===== config.mk =====
export PLATFORM = sky130hd
export DESIGN_NAME = mux8_rr_arbiter
export DESIGN_NICKNAME = d
export VERILOG_FILES = /design/src/rtl/mux8_arb_pkg.sv /design/src/rtl/rr_pick8.sv /design/src/rtl/mux8_rr_arbiter.sv
export SDC_FILE = /design/constraint.sdc
export NUM_CORES = 1
export LEC_CHECK = 0
export ABC_AREA = 1
export CAP_MARGIN = 20
export CELL_PAD_IN_SITES_DETAIL_PLACEMENT = 1
export CELL_PAD_IN_SITES_GLOBAL_PLACEMENT = 2
export CORE_MARGIN = 4
export CORE_UTILIZATION = 30
export DETAILED_ROUTE_END_ITERATION = 16
export PLACE_DENSITY = 0.77
export SETUP_SLACK_MARGIN = 0.4
export SYNTH_ARGS = -nofsm -noshare
export SYNTH_HDL_FRONTEND = slang
export SYNTH_SLANG_ARGS = --single-unit
export TNS_END_PERCENT = 30

===== constraint.sdc =====
create_clock -name clk -period 4.5 [get_ports clk]
set_input_delay 0.9 -clock clk [delete_from_list [all_inputs] [get_ports clk]]
set_output_delay 0.9 -clock clk [all_outputs]
set_load 0.01 [all_outputs]

===== src/rtl/mux8_arb_pkg.sv =====
`default_nettype none
// ============================================================================
//  Module      : mux8_arb_pkg
//  Description : Shared widths and the arbiter state encoding for the
//                round-robin arbiter that drives an 8:1 one-bit mux.
//                  NREQ   - number of requesters
//                  SEL_W  - width of the mux select / pointer
//                  HOLD_W - width of the hold counter
//  Revision    : 1.0 - initial release
// ============================================================================
package mux8_arb_pkg;

    localparam int NREQ   = 8;
    localparam int SEL_W  = 3;
    localparam int HOLD_W = 4;

    typedef enum logic [0:0] {
        IDLE  = 1'b0,
        GRANT = 1'b1
    } arb_state_t;

endpackage
`default_nettype wire


===== src/rtl/rr_pick8.sv =====
`default_nettype none
// ============================================================================
//  Module      : rr_pick8
//  Description : Combinational round-robin pick. Finds the first set bit of
//                req scanning upward from start, wrapping 7 -> 0.
//  Ports       : req   [8] in  - request vector to search
//                start [3] in  - channel the search begins at
//                idx   [3] out - winning channel (valid when any = 1)
//                any       out - at least one request is set
//  Revision    : 1.0 - initial release
// ============================================================================
module rr_pick8
    import mux8_arb_pkg::*;
(
    input  logic [NREQ-1:0]  req,
    input  logic [SEL_W-1:0] start,
    output logic [SEL_W-1:0] idx,
    output logic             any
);

    logic [NREQ-1:0]  w_rot;
    logic [SEL_W-1:0] w_off;
    logic [SEL_W-1:0] w_src;

    // Rotate so that bit 0 of w_rot is channel 'start'; the index sum
    // wraps naturally in SEL_W bits.
    always_comb begin
        w_rot = '0;
        w_src = '0;
        for (int i = 0; i < NREQ; i++) begin
            w_src    = SEL_W'(i) + start;
            w_rot[i] = req[w_src];
        end
    end

    // Lowest set bit of the rotated vector; scanning downward lets the
    // last assignment (the lowest index) win.
    always_comb begin
        w_off = '0;
        for (int i = NREQ - 1; i >= 0; i--) begin
            if (w_rot[i]) begin
                w_off = SEL_W'(i);
            end
        end
    end

    // Un-rotate back to an absolute channel number.
    assign idx = start + w_off;
    assign any = |req;

endmodule
`default_nettype wire


===== src/rtl/mux8_rr_arbiter.sv =====
`default_nettype none
// ============================================================================
//  Module      : mux8_rr_arbiter
//  Description : Round-robin arbiter in front of an 8:1 one-bit mux. Grants
//                are registered and one-hot; an owner keeps the grant while
//                it requests, for at most HOLD cycles when others wait.
//  Parameters  : HOLD - max consecutive grant cycles under contention (1..15)
//  Ports       : clk            in  - rising-edge clock
//                rst            in  - asynchronous active-high reset
//                req       [8]  in  - per-channel request
//                gnt       [8]  out - registered one-hot grant, 0 when idle
//                sel       [3]  out - mux select (granted channel)
//                sel_valid      out - gnt is non-zero
//                hold_cnt  [4]  out - cycles held by current owner, 0 idle
//  Revision    : 1.0 - initial release
// ============================================================================
module mux8_rr_arbiter
    import mux8_arb_pkg::*;
#(
    parameter int unsigned HOLD = 4
) (
    input  logic              clk,
    input  logic              rst,
    input  logic [NREQ-1:0]   req,
    output logic [NREQ-1:0]   gnt,
    output logic [SEL_W-1:0]  sel,
    output logic              sel_valid,
    output logic [HOLD_W-1:0] hold_cnt
);

    localparam logic [HOLD_W-1:0] C_HOLD = HOLD_W'(HOLD);

    arb_state_t        state_q,     state_d;
    logic [NREQ-1:0]   gnt_q,       gnt_d;
    logic [SEL_W-1:0]  sel_q,       sel_d;
    logic              sel_valid_q, sel_valid_d;
    logic [HOLD_W-1:0] hold_cnt_q,  hold_cnt_d;
    logic [SEL_W-1:0]  ptr_q,       ptr_d;

    logic [NREQ-1:0]   w_others;
    logic [NREQ-1:0]   w_pick_req;
    logic [SEL_W-1:0]  w_idx;
    logic              w_any;
    logic              w_own;
    logic              w_at_hold;

    assign w_own     = req[sel_q];
    assign w_others  = req & ~(NREQ'(1) << sel_q);
    assign w_at_hold = (hold_cnt_q == C_HOLD);

    // While granting, ptr_q is always sel_q + 1, so searching the masked
    // vector from ptr_q is the "next winner after the owner" search. One
    // picker therefore serves both states.
    assign w_pick_req = (state_q == GRANT) ? w_others : req;

    rr_pick8 u_pick (
        .req   (w_pick_req),
        .start (ptr_q),
        .idx   (w_idx),
        .any   (w_any)
    );

    always_comb begin
        state_d     = state_q;
        gnt_d       = gnt_q;
        sel_d       = sel_q;
        sel_valid_d = sel_valid_q;
        hold_cnt_d  = hold_cnt_q;
        ptr_d       = ptr_q;

        unique case (state_q)
            IDLE: begin
                if (w_any) begin
                    state_d     = GRANT;
                    gnt_d       = NREQ'(1) << w_idx;
                    sel_d       = w_idx;
                    sel_valid_d = 1'b1;
                    hold_cnt_d  = HOLD_W'(1);
                    ptr_d       = w_idx + SEL_W'(1);
                end else begin
                    gnt_d       = '0;
                    sel_valid_d = 1'b0;
                    hold_cnt_d  = '0;
                end
            end
            GRANT: begin
                // Release and hold-expiry both hand over back-to-back when
                // someone else is waiting.
                if ((!w_own || w_at_hold) && w_any) begin
                    gnt_d       = NREQ'(1) << w_idx;
                    sel_d       = w_idx;
                    sel_valid_d = 1'b1;
                    hold_cnt_d  = HOLD_W'(1);
                    ptr_d       = w_idx + SEL_W'(1);
                end else if (!w_own) begin
                    state_d     = IDLE;
                    gnt_d       = '0;
                    sel_valid_d = 1'b0;
                    hold_cnt_d  = '0;
                end else if (!w_at_hold) begin
                    hold_cnt_d  = hold_cnt_q + HOLD_W'(1);
                end
                // Owner at HOLD with nobody waiting: keep grant, saturate.
            end
            default: begin
                state_d = IDLE;
            end
        endcase
    end

    always_ff @(posedge clk or posedge rst) begin
        if (rst) begin
            state_q     <= IDLE;
            gnt_q       <= '0;
            sel_q       <= '0;
            sel_valid_q <= 1'b0;
            hold_cnt_q  <= '0;
            ptr_q       <= '0;
        end else begin
            state_q     <= state_d;
            gnt_q       <= gnt_d;
            sel_q       <= sel_d;
            sel_valid_q <= sel_valid_d;
            hold_cnt_q  <= hold_cnt_d;
            ptr_q       <= ptr_d;
        end
    end

    assign gnt       = gnt_q;
    assign sel       = sel_q;
    assign sel_valid = sel_valid_q;
    assign hold_cnt  = hold_cnt_q;

endmodule
`default_nettype wire


## Word-level counts from Yosys, hierarchy flattened

Index checks and enable logic that the tools add are counted.
W data, S select, Z words.

- Input bits: 10
- Output and inout port bits: 16
- Register bits after elaboration: 20

- Shifts and indexed selects: 2
- Reductions and logical operators: 5
- Add/subtract/negate cells: 10
- Equality and inequality tests: 5
- Mux-type cells: 49
- Bitwise operators: 3
- $lt $le $gt $ge: 9

Operators with widths:

| cell | count |
|---|---|
| $lt A3 B4 Y1 const B | 9 |
| $mux W3 | 12 |
| $mux W8 | 4 |
| $bmux W1 S3 | 9 |
| $pmux W8 S2 | 1 |
| $shl A1 B3 Y8 const A | 2 |
| $mux W1 | 15 |
| $add A3 B3 Y3 const A | 4 |
| $mux W4 | 3 |
| $pmux W3 S2 | 2 |
| $and A8 B8 Y8 | 1 |
| $not A8 Y8 | 1 |
| $pmux W4 S2 | 1 |
| $reduce_or A8 Y1 | 1 |
| $add A2 B3 Y3 const A | 2 |
| $add A4 B1 Y4 const B | 1 |
| $eq A4 B3 Y1 const B | 1 |
| $ne A4 B3 Y1 const B | 1 |
| $pmux W1 S2 | 2 |
| $add A1 B3 Y3 const A | 1 |
| $add A3 B1 Y3 const B | 1 |
| $add A3 B3 Y3 | 1 |
| $ne A3 B2 Y1 const B | 1 |
| $ne A2 B1 Y1 const B | 1 |
| 6 further kinds | 6 |

## Logic depth before layout (Yosys ltp)

Gate-level depths: netlist of the first run.

- Depth in word-level cells: 18
- Depth in mapped cells: 24

## Cells and area by module

A second synthesis of the first run with hierarchy kept.

- Cell total of the unflattened synthesis: 276
- Area total of the unflattened synthesis: 1961.9 um^2

Modules (own cells, without submodules):

| module | area an instance (um^2) | cells an instance | instances | seq. area each (um^2) |
|---|---|---|---|---|
| mux8_rr_arbiter | 1391.3 | 169 | 1 | 500.5 |
| rr_pick8 | 570.5 | 107 | 1 | 0.0 |

## Worst setup path after synthesis of the first run

OpenSTA, ideal clock, no wires.

- Kind: flip-flop to flip-flop
- Start point: register ptr_q[0]
- End point: register ptr_q[2]
- Required time: 4.374 ns
- Arrival time: 3.025 ns
- Setup time: 0.126 ns
- Path buffers: 1
- Slack: 1.348 ns
- Period minus slack after synthesis: 3.152 ns
- Cell stages (with the launch flop): 23
- Cells stage by stage: dfrtp_1 buf_2 inv_2 ha_1 inv_1 nand3_1 nand3_1 nand2_1 nand3_1 nand2_1 nand2_1 nand2_1 nand2_1 a21boi_0 ha_1 fa_1 xor2_1 inv_1 nand3_2 nand2_4 ha_1 nand2_1 o21ai_0

- Cells in the longest elaborated chain, start to end: 15
- Elaborated cells on any way between the ends: 36
- Classes of those cells: add/sub: 9; mux: 27

RTL lines:

| element | RTL line | RTL |
|---|---|---|
| start: declaration | mux8_rr_arbiter.sv:38 | `logic [SEL_W-1:0] ptr_q, ptr_d;` |
| start signal: assignment | mux8_rr_arbiter.sv:125 | `ptr_q <= ptr_d;` |
| $add A3 B3 Y3 | rr_pick8.sv:31 | `w_src = SEL_W'(i) + start;` |
| $bmux W1 S3 | rr_pick8.sv:32 | `w_rot[i] = req[w_src];` |
| $mux W1 (implied by the code) | rr_pick8.sv:32 |  |
| $mux W3 (8 in a row) | rr_pick8.sv:41 | `if (w_rot[i]) begin` |
| $add A3 B3 Y3 * | rr_pick8.sv:48 | `assign idx = start + w_off;` |
| $add A3 B1 Y3 * | mux8_rr_arbiter.sv:79, mux8_rr_arbiter.sv:94 |  |
| $mux W3, on equally long branches | mux8_rr_arbiter.sv:89, mux8_rr_arbiter.sv:73 |  |
| $pmux W3 S2 * | mux8_rr_arbiter.sv:71 | `unique case (state_q)` |
| net ptr_d[2] | mux8_rr_arbiter.sv:38 |  |

The timed path passes the listed nets; every way through them passes the cells marked *. The select of a mux whose other input is x is not followed.
A chain may end at the register's enable or synchronous reset.

## Worst setup path after layout of the first run

Same ends and word-level chain as after synthesis.

==> flow_metrics.py, run 1 <==
metrics = {
    "placement": {
        "hpwl_microns": 3910,
        "place_inst": 341,
        "io_buffers": 25,
        "routabilityCongestion": 0.772,
    },
    "detailed_routing": {
        "firstDrtPassIters": 4,
        "num_vias": 1675,
        "via_per_inst": 4.86,
        "drt_iter0_markers": 84,
        "routed_wl_microns": 4720,
        "wl_per_cell_microns": 13.7,
        "ant_nets": 0,
        "route.detailed.drc": 0,
    },
    "yosys": {
        "synth-edff-count": 0,
        "synth_cell_types": 28,
        "synth_cells": 249,
        "synthArstFlopShare_pct": 100,
        "ys.flop_type": "dfrtp_1",
        "synth_warnings": 0,
        "yosysMostFrequentCell": "nand2_1",
        "syn_avg_cell_area_sq_um": 6.93,
        "synth-seq-cells": 20,
        "synth_top_cell_by_area": "dfrtp_1",
        "synth_top_cell_area_share_pct": 29.0,
        "synthesis.area_sq_um": 1730,
        "syn_nets": 271,
        "ys_top_cells_by_count": "nand2_1, nand3_1, inv_1",
        "synth_area_leaders": "dfrtp_1, nand2_1, nand3_1",
        "seq_area_frac_synth_pct": 29.0,
    },
    "sta": {
        "fin_crit_ns": 3.73,
        "grt_setup_unrepaired": "false",
        "hold_viol_final": 0,
        "maxSlewViolCount": 0,
        "post-route-period-util_pct": 82.9,
        "skew_ns": 0.0119,
        "fmax_mhz": 268,
        "setup_violations": 0,
        "timing.hold.ws_ns": 0.475,
        "worstMarginPinSlew_ns": 0.789,
        "fin_setup_tns_ns": 0,
        "slew_headroom_pct": 47.4,
    },
    "clock_tree": {
        "cts_sinks": 20,
        "cts_setup_buffers": 0,
        "clk_pin_slew_worst_paths_ns": 0.09,
        "cts_hold_buf": 0,
        "clock_path_buffers": 2,
        "cts_root_buf": "clkbuf_8",
        "cts_buffers": 3,
        "cts_tree": "done",
        "worstSkewPairLatency_ns": 0.27,
        "cts_resized": 0,
        "htree_levels": 1,
    },
    "run_status": {
        "outcome": "complete, no violations",
    },
    "final_layout": {
        "multiInputGateArea_sq_um": 1070,
        "fill_cells": 722,
        "antenna_cells": 0,
        "stdcell_count": 345,
        "layout.nets": 296,
        "layout-drive-gt1-share_pct": 12.1,
        "area_delta_synth_final_pct": 21.9,
        "register_area_sq_um": 500,
    },
    "critical_path": {
        "cp-end-kind": "flop",
        "critPathKind": "reg -> reg",
        "required_ns": 4.63,
        "worstSetupStartpointType": "flop",
        "worstPathMaxFanout": 11,
        "arrival_ns": 3.86,
    },
    "die": {
        "start_util_pct": 31.1,
        "die_w_microns": 83.8,
        "io_pins": 26,
        "rows": 27,
        "core_area_sq_um": 5540,
        "dieArea_sq_um": 7030,
        "dieHeight_microns": 83.8,
    },
    "global_routing": {
        "grt_pass1_vias": 1735,
        "antenna_found_initial": 0,
        "grt_pass1_wl_microns": 8290,
        "grt_usage_pct": 14.1,
        "grt-ovfl-total": 0,
        "grt_start_max_net_pins": 21,
    },
    "job": {
        "drv_cap": 0,
    },
    "min_path": {
        "hold_class": "reg -> reg",
    },
}
[per-layer routing]
| metal | track usage, % | part of all wire (%) | routed length, microns | up-vias |
|---|---|---|---|---|
| met5 | 0 | 0 | 0 | - |
| met4 | 2.49 | 0.97 | 46 | 0 |
| met3 | 2.17 | 2.4 | 111 | 7 |
| met2 | 24.3 | 48 | 2290 | 17 |
| met1 | 18.7 | 48 | 2270 | 799 |
| li1 | - | - | - | 852 |
[flip-flops by register name, indices dropped and copies added, names as in the netlist]
register,flops
hold_cnt,4
state_q,1
ptr_q,3
gnt,8
sel_valid,1
sel,3
[cells by family (layout without fill, tap and decap cells)]
group / count (synthesis) / after routing / share of synthesized area (%)
adder cells (fa/ha/maj): 12 / 12 / 9.14
AND/OR/NAND/NOR: 153 / 153 / 41.8
AO/OA/AOI/OAI: 23 / 23 / 8.85
buffers and inverters: 36 / 60 / 8.70
flip-flops: 20 / 20 / 29.0
XOR/XNOR: 5 / 5 / 2.54
[metrics by stage]
stage | cell area, sq um | setup WS (ns) | utilization [%]
final | 2100 | 0.769 | 38.0
after global routing | 2100 | 0.476 | 38.0
after CTS | 2100 | 0.743 | 38.0
after detailed placement | 2030 | 0.589 | 36.7
after global placement | 2030 | 0.627 | 36.7
after floorplan | 1730 | 1.35 | -
[area by class of cell]
class                   instances  area share [%]
repair buffers                 25            11.9
clock buffers                   3            1.96
multi-input cells             193            51.1
clock inverters                 1            1.43
inverters                      31            5.53
well taps                      72            4.28
flip-flops and latches         20            23.8
[critical path: stages (launching register included)]
cell      delay (ns)
dfrtp_1         0.63
inv_2           0.21
ha_1            0.40
inv_1           0.14
nand3_1         0.13
nand3_1         0.11
nand2_1         0.09
inv_1           0.06
nand2_1         0.04
nand2_1         0.05
nand2_1         0.04
nand2_1         0.05
a21boi_0        0.08
ha_1            0.20
fa_1            0.37
xor2_1          0.22
inv_1           0.08
nand3_2         0.10
nand2_4         0.11
ha_1            0.32
nand2_1         0.06
o21ai_0         0.08
[final timing paths]
check,start,end,slack (ns),depth (start not counted)
setup / recovery,ptr_q[0]$_DFFE_PP0P_,ptr_q[2]$_DFFE_PP0P_,0.77,21
hold / removal,gnt[3]$_DFFE_PP0P_,gnt[3]$_DFFE_PP0P_,0.47,2
setup reg to reg,ptr_q[0]$_DFFE_PP0P_,ptr_q[2]$_DFFE_PP0P_,0.77,21
hold reg to reg,gnt[3]$_DFFE_PP0P_,gnt[3]$_DFFE_PP0P_,0.47,2
max in group asynchronous,rst,ptr_q[2]$_DFFE_PP0P_,2.92,2
min in group asynchronous,rst,hold_cnt[3]$_DFFE_PP0P_,1.07,2
[cells in the final DEF (no fill, tap or decap), drive strengths merged]
cell type,n
a21boi,1
a21oi,5
a31oi,1
bufinv,1
clkbuf,3
clkdlybuf4s50,25
clkinv,1
dfrtp,20
fa,1
ha,11
inv,30
nand2,91
nand3,50
nor2,11
nor3,1
o2111a,2
o2111ai,1
o21a,1
o21ai,12
xnor2,2
xor2,3
Power of run 1 is not shown: default switching activity piles up to over one toggle a cycle in this logic, so the estimate is an artifact.
==> run 2: changes to the inputs <==
Clock period 4.5 ns to 3.6 ns, I/O delays scaled along.
==> run 2 against run 1 <==
Effect of this change:
- register-to-register slack got worse by 0.20 ns
- routed wire length rose by 5.8%
- global-route usage barely moved
- clock skew fell by 0.011 ns
==> flow_metrics.py, run 2 (synthesis gave the netlist of run 1 again) <==
metrics = {
    "run_status": {
        "outcome": "complete, no violations",
    },
    "global_routing": {
        "grt-ovfl-total": 0,
        "grt_start_max_net_pins": 21,
        "grt_pass1_wl_microns": 8220,
        "grt_pass1_vias": 1782,
        "antenna_found_initial": 0,
        "grt_usage_pct": 14.1,
    },
    "sta": {
        "setup_ws_ns": 0.564,
        "hold_viol_final": 0,
        "grt_setup_unrepaired": "true",
        "slew_headroom_pct": 47.6,
        "setup_violations": 0,
        "fmax_mhz": 329,
        "worstMarginPinSlew_ns": 0.785,
        "post-route-period-util_pct": 84.3,
        "fin_crit_ns": 3.04,
        "skew_ns": 0.00104,
        "maxSlewViolCount": 0,
    },
    "detailed_routing": {
        "wl_per_cell_microns": 13.9,
        "num_vias": 1745,
        "routed_wl_microns": 5000,
        "ant_nets": 0,
        "drt_iter0_markers": 75,
        "firstDrtPassIters": 4,
        "via_per_inst": 4.86,
        "route.detailed.drc": 0,
    },
    "critical_path": {
        "r2r-start": "sel[0]$_DFFE_PP0P_",
        "cp_slowest_cell": "dfrtp_2",
        "arrival_ns": 3.17,
        "cp_slowest_stage_delay_ns": 0.52,
        "cp-end-kind": "flop",
        "worstPathMaxFanout": 8,
        "worstSetupStartpointType": "flop",
        "startpoint": "sel[0]$_DFFE_PP0P_",
        "required_ns": 3.74,
        "path_cells": "inv_2 > nor2_4 > nand2_4 > nand3_2 > nand3_1 > nand3_2 > nand2_2 > nand3_1 > nand2_1 > nand2_1 > nand2_1 > nand2_2 > a21boi_2 > ha_2 > fa_2 > xor2_2 > inv_1 > nand3_2 > nand2_4 > ha_1 > nand2_1 > o21ai_1",
        "critPathKind": "reg -> reg",
        "crit_top_cell": "nand2_1",
    },
    "clock_tree": {
        "cts_buffers": 3,
        "cts_tree": "done",
        "worstSkewPairLatency_ns": 0.26,
        "cts_sinks": 20,
        "clk_pin_slew_worst_paths_ns": 0.07,
        "cts_root_buf": "clkbuf_8",
        "clock_path_buffers": 2,
        "htree_levels": 1,
    },
    "die": {
        "die_w_microns": 83.8,
        "rows": 27,
        "io_pins": 26,
        "core_area_sq_um": 5540,
        "start_util_pct": 31.1,
        "dieHeight_microns": 83.8,
        "dieArea_sq_um": 7030,
    },
    "final_layout": {
        "layout-drive-gt1-share_pct": 33.8,
        "final_cell_mix": "nand2_1, nand3_2, nand3_1, inv_1, clkdlybuf4s50_1",
        "area_delta_synth_final_pct": 41.6,
        "final_common_cell": "nand2_1",
        "stdcell_count": 359,
        "layout.nets": 311,
        "antenna_cells": 0,
        "largest_reg_flops": 8,
        "fill_cells": 720,
    },
    "placement": {
        "place_inst": 349,
        "io_buffers": 25,
        "place_ws_ns": -0.0667,
        "hpwl_microns": 4010,
        "routabilityCongestion": 0.785,
    },
    "job": {
        "drv_cap": 0,
    },
    "min_path": {
        "hp-start": "gnt[3]$_DFFE_PP0P_",
        "hold_class": "reg -> reg",
    },
}
[run 2: changes by cell type in the layout (fill, tap and decap cells not counted), sizes merged]
cell and change:
bufinv -1, dlygate4sd2 +8, clkdlybuf4s50 -8, buf +15
[run 2: metal layers]
| metal | track usage, % | part of all wire, % |
|---|---|---|
| met2 | 24.3 | 50 |
| met4 | 2.78 | 0.62 |
| met3 | 2.07 | 1.6 |
| met5 | 0 | 0 |
| met1 | 18.6 | 48 |
[run 2: area by class of cell]
class                      instances  area (sq um)  area share [%]
clock buffer                       3          41.3            1.69
inverter                          31           116            4.76
multi-input combinational        193          1330            54.4
sequential                        20           505            20.7
tap                               72          90.1            3.69
timing repair buffer              40           360            14.7
[run 2: worst max-delay path, delay by kind of cell, from the launching register on]
family	cells	cell delay [ns]
AND/OR/NAND/NOR	14	1.15
XOR/XNOR	1	0.16
AO/OA/AOI/OAI	2	0.12
adder cells (fa/ha/maj)	3	0.81
flip-flops	1	0.52
buffers and inverters	2	0.16
[run 2: final timing paths]
check / depth (start not counted) / endpoint / slack (ns)
worst max register to register: 22 / ptr_q[2]$_DFFE_PP0P_ / 0.56
worst min-delay path: 2 / gnt[3]$_DFFE_PP0P_ / 0.48
worst max-delay path: 22 / ptr_q[2]$_DFFE_PP0P_ / 0.56
max in group asynchronous: 2 / ptr_q[0]$_DFFE_PP0P_ / 2.15
min in group asynchronous: 2 / hold_cnt[3]$_DFFE_PP0P_ / 0.91
worst min register to register: 2 / gnt[3]$_DFFE_PP0P_ / 0.48
[run 2: metrics by stage]
step / utilization [%] / hold slack (ns) / cell area [sq um] / TNS (ns)
floorplan: - / 0.509 / 1730 / 0
global placement: 37.8 / 0.456 / 2090 / 0
detailed placement: 37.8 / 0.463 / 2090 / -0.0667
CTS: 39.9 / 0.481 / 2210 / 0
global route: 44.1 / 0.507 / 2440 / 0
finish: 44.1 / 0.476 / 2440 / 0
[run 2: what timing repair did]
action                     4_1_cts  5_1_grt
cloned                           0        0
resized for setup               28       46
hold buffers                     0        0
buffers inserted                 2        5
pin swaps                        3       12
setup endpoints to repair       10       11
Power of run 2 is left out for the same reason.
